**src/rtl/bky_pkg.sv**
```systemverilog
// Shared constants and majority voting for the BuckEye loader and chain shifter.
package bky_pkg;

  localparam int NWORDS    = 18;
  localparam int WORD_W    = 16;
  localparam int CHAIN_LEN = NWORDS * WORD_W;

  typedef enum logic [1:0] {
    ST_IDLE  = 2'd0,
    ST_FRAME = 2'd1,
    ST_DRAIN = 2'd2
  } frame_st_e;

  // Every control flop of the shifter lives in this struct so that one
  // register bank can be triplicated and voted as a unit.
  typedef struct packed {
    frame_st_e  st;
    logic [3:0] bit_idx;
    logic [4:0] word_cnt;
    logic [8:0] bit_cnt;
    logic       sticky;
    logic       set_done_q;
    logic       pend;
    logic       sdi;
    logic       busy;
    logic       rbk_vld;
    logic       load_err;
  } ctrl_t;

  function automatic logic maj3(input logic a, input logic b, input logic c);
    return (a & b) | (a & c) | (b & c);
  endfunction

  function automatic ctrl_t maj_ctrl(input ctrl_t a, input ctrl_t b, input ctrl_t c);
    return ctrl_t'((a & b) | (a & c) | (b & c));
  endfunction

endpackage

```
**src/rtl/bky_rbk_sreg.sv**
```systemverilog
// Readback shift register: one returned chain bit enters per BKY_CLK pulse.
module bky_rbk_sreg
  import bky_pkg::*;
(
  input  logic                 CLK,
  input  logic                 RST,
  input  logic                 cap_en,
  input  logic                 sdo,
  output logic [CHAIN_LEN-1:0] data
);

  // first bit returned ends up in the MSB once the whole chain has passed
  always_ff @(posedge CLK or posedge RST) begin
    if (RST)         data <= '0;
    else if (cap_en) data <= {data[CHAIN_LEN-2:0], sdo};
  end

endmodule

```
**src/rtl/bky_chain_shifter.sv**
```systemverilog
// BuckEye daisy-chain serialiser with readback capture and frame checking.
//
// state    | meaning
// ST_IDLE  | no frame open; waits for RDENA with SET_DONE low
// ST_FRAME | words are being shifted; watches for SET_DONE rising
// ST_DRAIN | last readback bit lands; status is published on exit
module bky_chain_shifter
  import bky_pkg::*;
(
  input  logic                 CLK,
  input  logic                 RST,
  input  logic [WORD_W-1:0]    DIN,
  input  logic                 RDENA,
  input  logic                 SHFT_ENA,
  input  logic                 SET_DONE,
  input  logic                 BKY_SDO,
  output logic                 BKY_SDI,
  output logic                 BKY_CLK,
  output logic [CHAIN_LEN-1:0] RBK_DATA,
  output logic                 RBK_VLD,
  output logic                 LOAD_ERR,
  output logic                 BUSY
);

  ctrl_t      q0, q1, q2, cur, nxt;
  frame_st_e  st_nxt;
  logic       in_frame, rd_start, sd_rise;
  logic [3:0] idx;
  logic [2:0] clk_r, clk_f;
  logic       r_v, f_v;

  assign cur      = maj_ctrl(q0, q1, q2);
  assign in_frame = (cur.st != ST_IDLE);
  assign rd_start = RDENA && !in_frame && !SET_DONE;
  assign sd_rise  = SET_DONE && !cur.set_done_q;

  // triplicated control register bank, all copies reloaded from the voted next value
  always_ff @(posedge CLK or posedge RST) begin
    if (RST) begin
      q0 <= '0;
      q1 <= '0;
      q2 <= '0;
    end else begin
      q0 <= nxt;
      q1 <= nxt;
      q2 <= nxt;
    end
  end

  // frame sequencing; SET_DONE outside a frame is ignored
  always_comb begin
    st_nxt = cur.st;
    case (cur.st)
      ST_IDLE:  if (rd_start) st_nxt = ST_FRAME;
      ST_FRAME: if (sd_rise)  st_nxt = ST_DRAIN;
      ST_DRAIN: st_nxt = ST_IDLE;
      default:  st_nxt = ST_IDLE;
    endcase
  end

  // counters, serial data and status; a same-cycle RDENA restarts the word before the shift
  always_comb begin
    nxt            = cur;
    nxt.st         = st_nxt;
    nxt.set_done_q = SET_DONE;
    nxt.pend       = SHFT_ENA;
    idx            = cur.bit_idx;
    if (RDENA) begin
      nxt.bit_idx = '0;
      idx         = '0;
      if (rd_start) begin
        nxt.busy     = 1'b1;
        nxt.rbk_vld  = 1'b0;
        nxt.load_err = 1'b0;
        nxt.bit_cnt  = '0;
        nxt.word_cnt = 5'd1;
        nxt.sticky   = 1'b0;
      end else if (in_frame && cur.word_cnt != 5'd31) begin
        nxt.word_cnt = cur.word_cnt + 5'd1;
      end
    end
    if (SHFT_ENA) begin
      nxt.sdi     = DIN[4'(WORD_W - 1) - idx];
      nxt.bit_idx = idx + 4'd1;
      if (in_frame && cur.bit_cnt != 9'd511) nxt.bit_cnt = cur.bit_cnt + 9'd1;
      if (RDENA || !in_frame) nxt.sticky = 1'b1;
    end
    if (cur.st == ST_DRAIN) begin
      nxt.busy     = 1'b0;
      nxt.rbk_vld  = 1'b1;
      nxt.load_err = (cur.bit_cnt != 9'(CHAIN_LEN)) ||
                     (cur.word_cnt != 5'(NWORDS)) || cur.sticky;
    end
  end

  assign r_v = maj3(clk_r[0], clk_r[1], clk_r[2]);
  assign f_v = maj3(clk_f[0], clk_f[1], clk_f[2]);

  // rising half: copying the falling flop returns BKY_CLK low at every rising edge
  always_ff @(posedge CLK or posedge RST) begin
    if (RST) clk_r <= '0;
    else     clk_r <= {3{f_v}};
  end

  // falling half: a pending shift makes the pair differ, raising BKY_CLK for half a cycle
  always_ff @(negedge CLK or posedge RST) begin
    if (RST) clk_f <= '0;
    else     clk_f <= {3{cur.pend ^ r_v}};
  end

  // outputs straight from voted flops; BKY_CLK is the XOR of two flops on opposite edges
  always_comb begin
    BKY_SDI  = cur.sdi;
    BKY_CLK  = f_v ^ r_v;
    RBK_VLD  = cur.rbk_vld;
    LOAD_ERR = cur.load_err;
    BUSY     = cur.busy;
  end

  bky_rbk_sreg u_rbk (
    .CLK    (CLK),
    .RST    (RST),
    .cap_en (cur.pend),
    .sdo    (BKY_SDO),
    .data   (RBK_DATA)
  );

endmodule

```
**config.mk**
```make
export PLATFORM = sky130hd
export DESIGN_NAME = bky_chain_shifter
export DESIGN_NICKNAME = d
export VERILOG_FILES = /design/src/rtl/bky_pkg.sv /design/src/rtl/bky_rbk_sreg.sv /design/src/rtl/bky_chain_shifter.sv
export SDC_FILE = /design/constraint.sdc
export NUM_CORES = 1
export LEC_CHECK = 0
export CAP_MARGIN = 20
export CORE_ASPECT_RATIO = 0.6
export CORE_UTILIZATION = 35
export CTS_CLUSTER_SIZE = 30
export DETAILED_ROUTE_END_ITERATION = 10
export SLEW_MARGIN = 10
export SYNTH_ARGS = -nofsm -noshare
export SYNTH_HDL_FRONTEND = slang
export SYNTH_SLANG_ARGS = --single-unit
```
**constraint.sdc**
```tcl
create_clock -name CLK -period 15.4 [get_ports CLK]
set_input_delay 1.54 -clock CLK [delete_from_list [all_inputs] [get_ports CLK]]
set_output_delay 1.54 -clock CLK [all_outputs]
set_load 0.01 [all_outputs]
```
==> summary.md <==
| Metric | Value |
|---|---|
| Post-Synthesis Cells | `758` |
| Post-Layout Inst Area | `16,850 µm²` |
| Clock transition at the registers of the reported paths | `0.06 ns` |
| Overflow after GRT | `0` |
| Initial Util | `0.3584` |
| WL/cell | `roughly 18 µm` |
| DR vias | `~7,200` |
| Slew Limit Fails | `0` |
| Nets | `around 1,100` |
| GPL Wtd Cong | `0.7634` |
| Met1 wire length | `around 13 mm` |
| Worst R2R Setup Slack | `6.38 ns` |
| Post-synth EDFFs | `0` |
| Largest cells by area after synthesis | `dfrtp_1 65%, mux2_2 22%, mux2_1 5.3%` |
| Pleak | `0.007992 µW` |
| Cell Pwr Density | `114.6 nW/µm²` |
| Clock buffer depth | `3` |
| Post-synthesis async set-or-reset flop share | `1.000` |
| CP required | `13.86 ns` |
| Ys flop type | `dfrtp_1` |
| Status | `complete, no violations` |
| Avg Cell Area, Syn | `16.09 µm²` |
| TritonRoute pass-1 iters | `4` |
| Cell taking the most area after synthesis | `dfrtp_1` |
| # clock sinks | `between 300 and 400` |
| Syn-to-layout area delta | `38.16%` |
| Slew @ Worst Pin | `1.070 ns` |
| Total negative setup slack | `0 ns` |
| Worst hold path class | `reg -> reg` |
| Skew-Pair Late Insertion Delay | `0.57 ns` |
| Placed Cells | `1,502` |
| Synth warn | `0` |
| Vias in the first global route | `around 7,500` |
| Post-Layout Cell Count | `between 1,500 and 2,000` |
| Path type of the worst setup path | `reg -> out` |
| First-pass GRT wire length | `44.02 mm` |
| Worst slew margin | `0.2867` |
| Max layer used | `met4` |
| DR iter-0 viols | `296` |
| Final hold slack | `0.4845 ns` |
| Overall Global Routing Usage | `0.1533` |
| Total CTS buffers | `31` |
| Wire length on met2 | `12.42 mm` |
| Final hold violation count | `0` |
| Maximum VDD drop | `0.09173 mV` |
| Net Count, Synth | `approximately 790` |
| Setup ws final | `around 4.5 ns` |
| CTS tree | `yes` |
| Final setup fails | `0` |
| CTS hold repair buffers | `0` |
| Area share of the largest cell type after synthesis | `0.6483` |
| Final wirelength | `27.35 mm` |
| Port Buf Inserts | `314` |
| Core region area | `34,030 µm²` |
| RSZ-0062 raised after global routing | `no` |
| DR DRC count | `0` |
| Post-route ant nets | `0` |
| N_diodes | `0` |
| # rows | `52` |
| Skew final | `around 0.013 ns` |
| H-tree Lvls | `1` |
| Antenna violations before repair | `0` |
| HPWL after DPL | `18.32 mm` |
| Met3 wire length | `1.424 mm` |
| Cell area after synthesis | `12,200 µm²` |
| Arr. time, crit path | `9.38 ns` |
| Die width | `243.0 µm` |
| Layout cells sized above 1 | `0.2755` |
| CP Capture Type | `output pin` |
| Routed vias/inst | `roughly 4.6` |
| MaxCap Viol Count | `0` |
| Die Span Y | `146.6 µm` |
| Post-DP Area | `15,800 µm²` |
| Die Area | `35,620 µm²` |
| Post-cts sizing count | `0` |
| DP Worst Slack | `~5.0 ns` |
| Largest net degree at the start of global routing | `~160` |
| #FFs+latches synth | `approximately 320` |
| Post-synthesis sequential area ratio | `0.6504` |
| Startpoint Class | `register` |
| Post CTS Setup Buffer Count | `0` |
| CP max FO | `2` |
| Netlist cell types | `49` |
| I/O pins | `315` |
| Root Buffer | `clkbuf_16` |
## cells by family after synthesis
group / count (synthesis) / share of synthesized area
XOR/XNOR: 10 / 0.007181
flip-flops: 317 / 0.6504
multiplexers: 300 / 0.2762
AND/OR/NAND/NOR: 60 / 0.02811
buffers and inverters: 43 / 0.01734
adder cells (fa/ha/maj): 7 / 0.007181
AO/OA/AOI/OAI: 21 / 0.01364
## power by group
part / total (µW) / internal [µW] / leakage (µW) / switching [µW]
Combinational: 221 / 123 / 0.00312 / 98.3
Clock: 780 / 455 / 0.000523 / 324
Sequential: 930 / 882 / 0.00434 / 48.0
## path summary, 6_finish.rpt
kind | cells past startpoint | startpoint | endpoint
max | 2 | clk_f[0] | BKY_CLK
min | 1 | u_rbk.data[287] | u_rbk.data[287]
max reg2reg | 1 | q2[4] | clk_f[0]
min reg2reg | 1 | u_rbk.data[287] | u_rbk.data[287]
max in group asynchronous | 3 | RST | clk_f[0]
min in group asynchronous | 3 | RST | u_rbk.data[167]
## per-layer routing
metal / global-route usage / up-vias
li1: - / 3328
met1: 0.2194 / 3680
met2: 0.2330 / 147
met3: 0.04099 / 36
met4: 0.03239 / 0
met5: 0 / -
## synth_stat cells (2+ instances only)
cell / n
nand4_1: 3
mux2_2: 235
dfrtp_1: 316
nand2b_1: 5
a21oi_1: 2
ha_1: 7
mux2_1: 57
nor2b_1: 4
inv_1: 7
buf_2: 34
o41ai_1: 2
nand2_1: 13
o21bai_1: 2
nor3_1: 2
xor2_1: 5
nor3b_1: 2
o311ai_1: 2
xnor2_1: 5
a22o_1: 2
nand3_1: 6
nor2_1: 12
mux2i_1: 8
## flip-flops by register name, indices dropped and copies added (netlist names)
| register | count |
|---|---|
| clk_f | 1 |
| u_rbk.data | 288 |
| clk_r | 1 |
| q2 | 27 |
## final cells by class
class | instances | area [µm²]
flip-flops and latches | 317 | 7936
inverters | 7 | 30.03
well taps | 459 | 574.3
repair buffers | 321 | 3208
multi-input cells | 398 | 4053
clock inverters | 19 | 207.7
fillers | 2985 | 17180
clock buffers | 38 | 842.1
## placed cells by master (no fill, tap or decap), types with 2 or more instances in the layout
master and n:
dfrtp_1 315, clkdlybuf4s50_1 314, mux2_2 235, mux2_1 57
clkbuf_16 31, nand2_1 13, nor2_1 12, clkinv_2 11
mux2i_1 8, ha_1 7, inv_1 6, nand3_1 6
buf_4 6, nand2b_1 5, xnor2_1 5, xor2_1 5
nor2b_1 4, bufinv_16 4, clkbuf_8 4, nand4_1 3
clkinvlp_4 3, clkbuf_1 3, nor3b_1 2, o311ai_1 2
o41ai_1 2, nor3_1 2, a21oi_1 2, a22o_1 2
o21bai_1 2, inv_6 2
## critical path, stage by stage (launching register included)
cell	delay, ns
dfrtn_1	0.43
xor2_1	0.14
clkdlybuf4s50_1	0.56
## per-stage QoR
stage | util | power, µW
finish | 0.4952 | 1931
global route | 0.4952 | 2025
CTS | 0.4952 | 1969
detailed placement | 0.4644 | 1173
global placement | 0.4644 | 1168
floorplan | - | 1048
No activity file was read; power rests on OpenSTA's default activity.
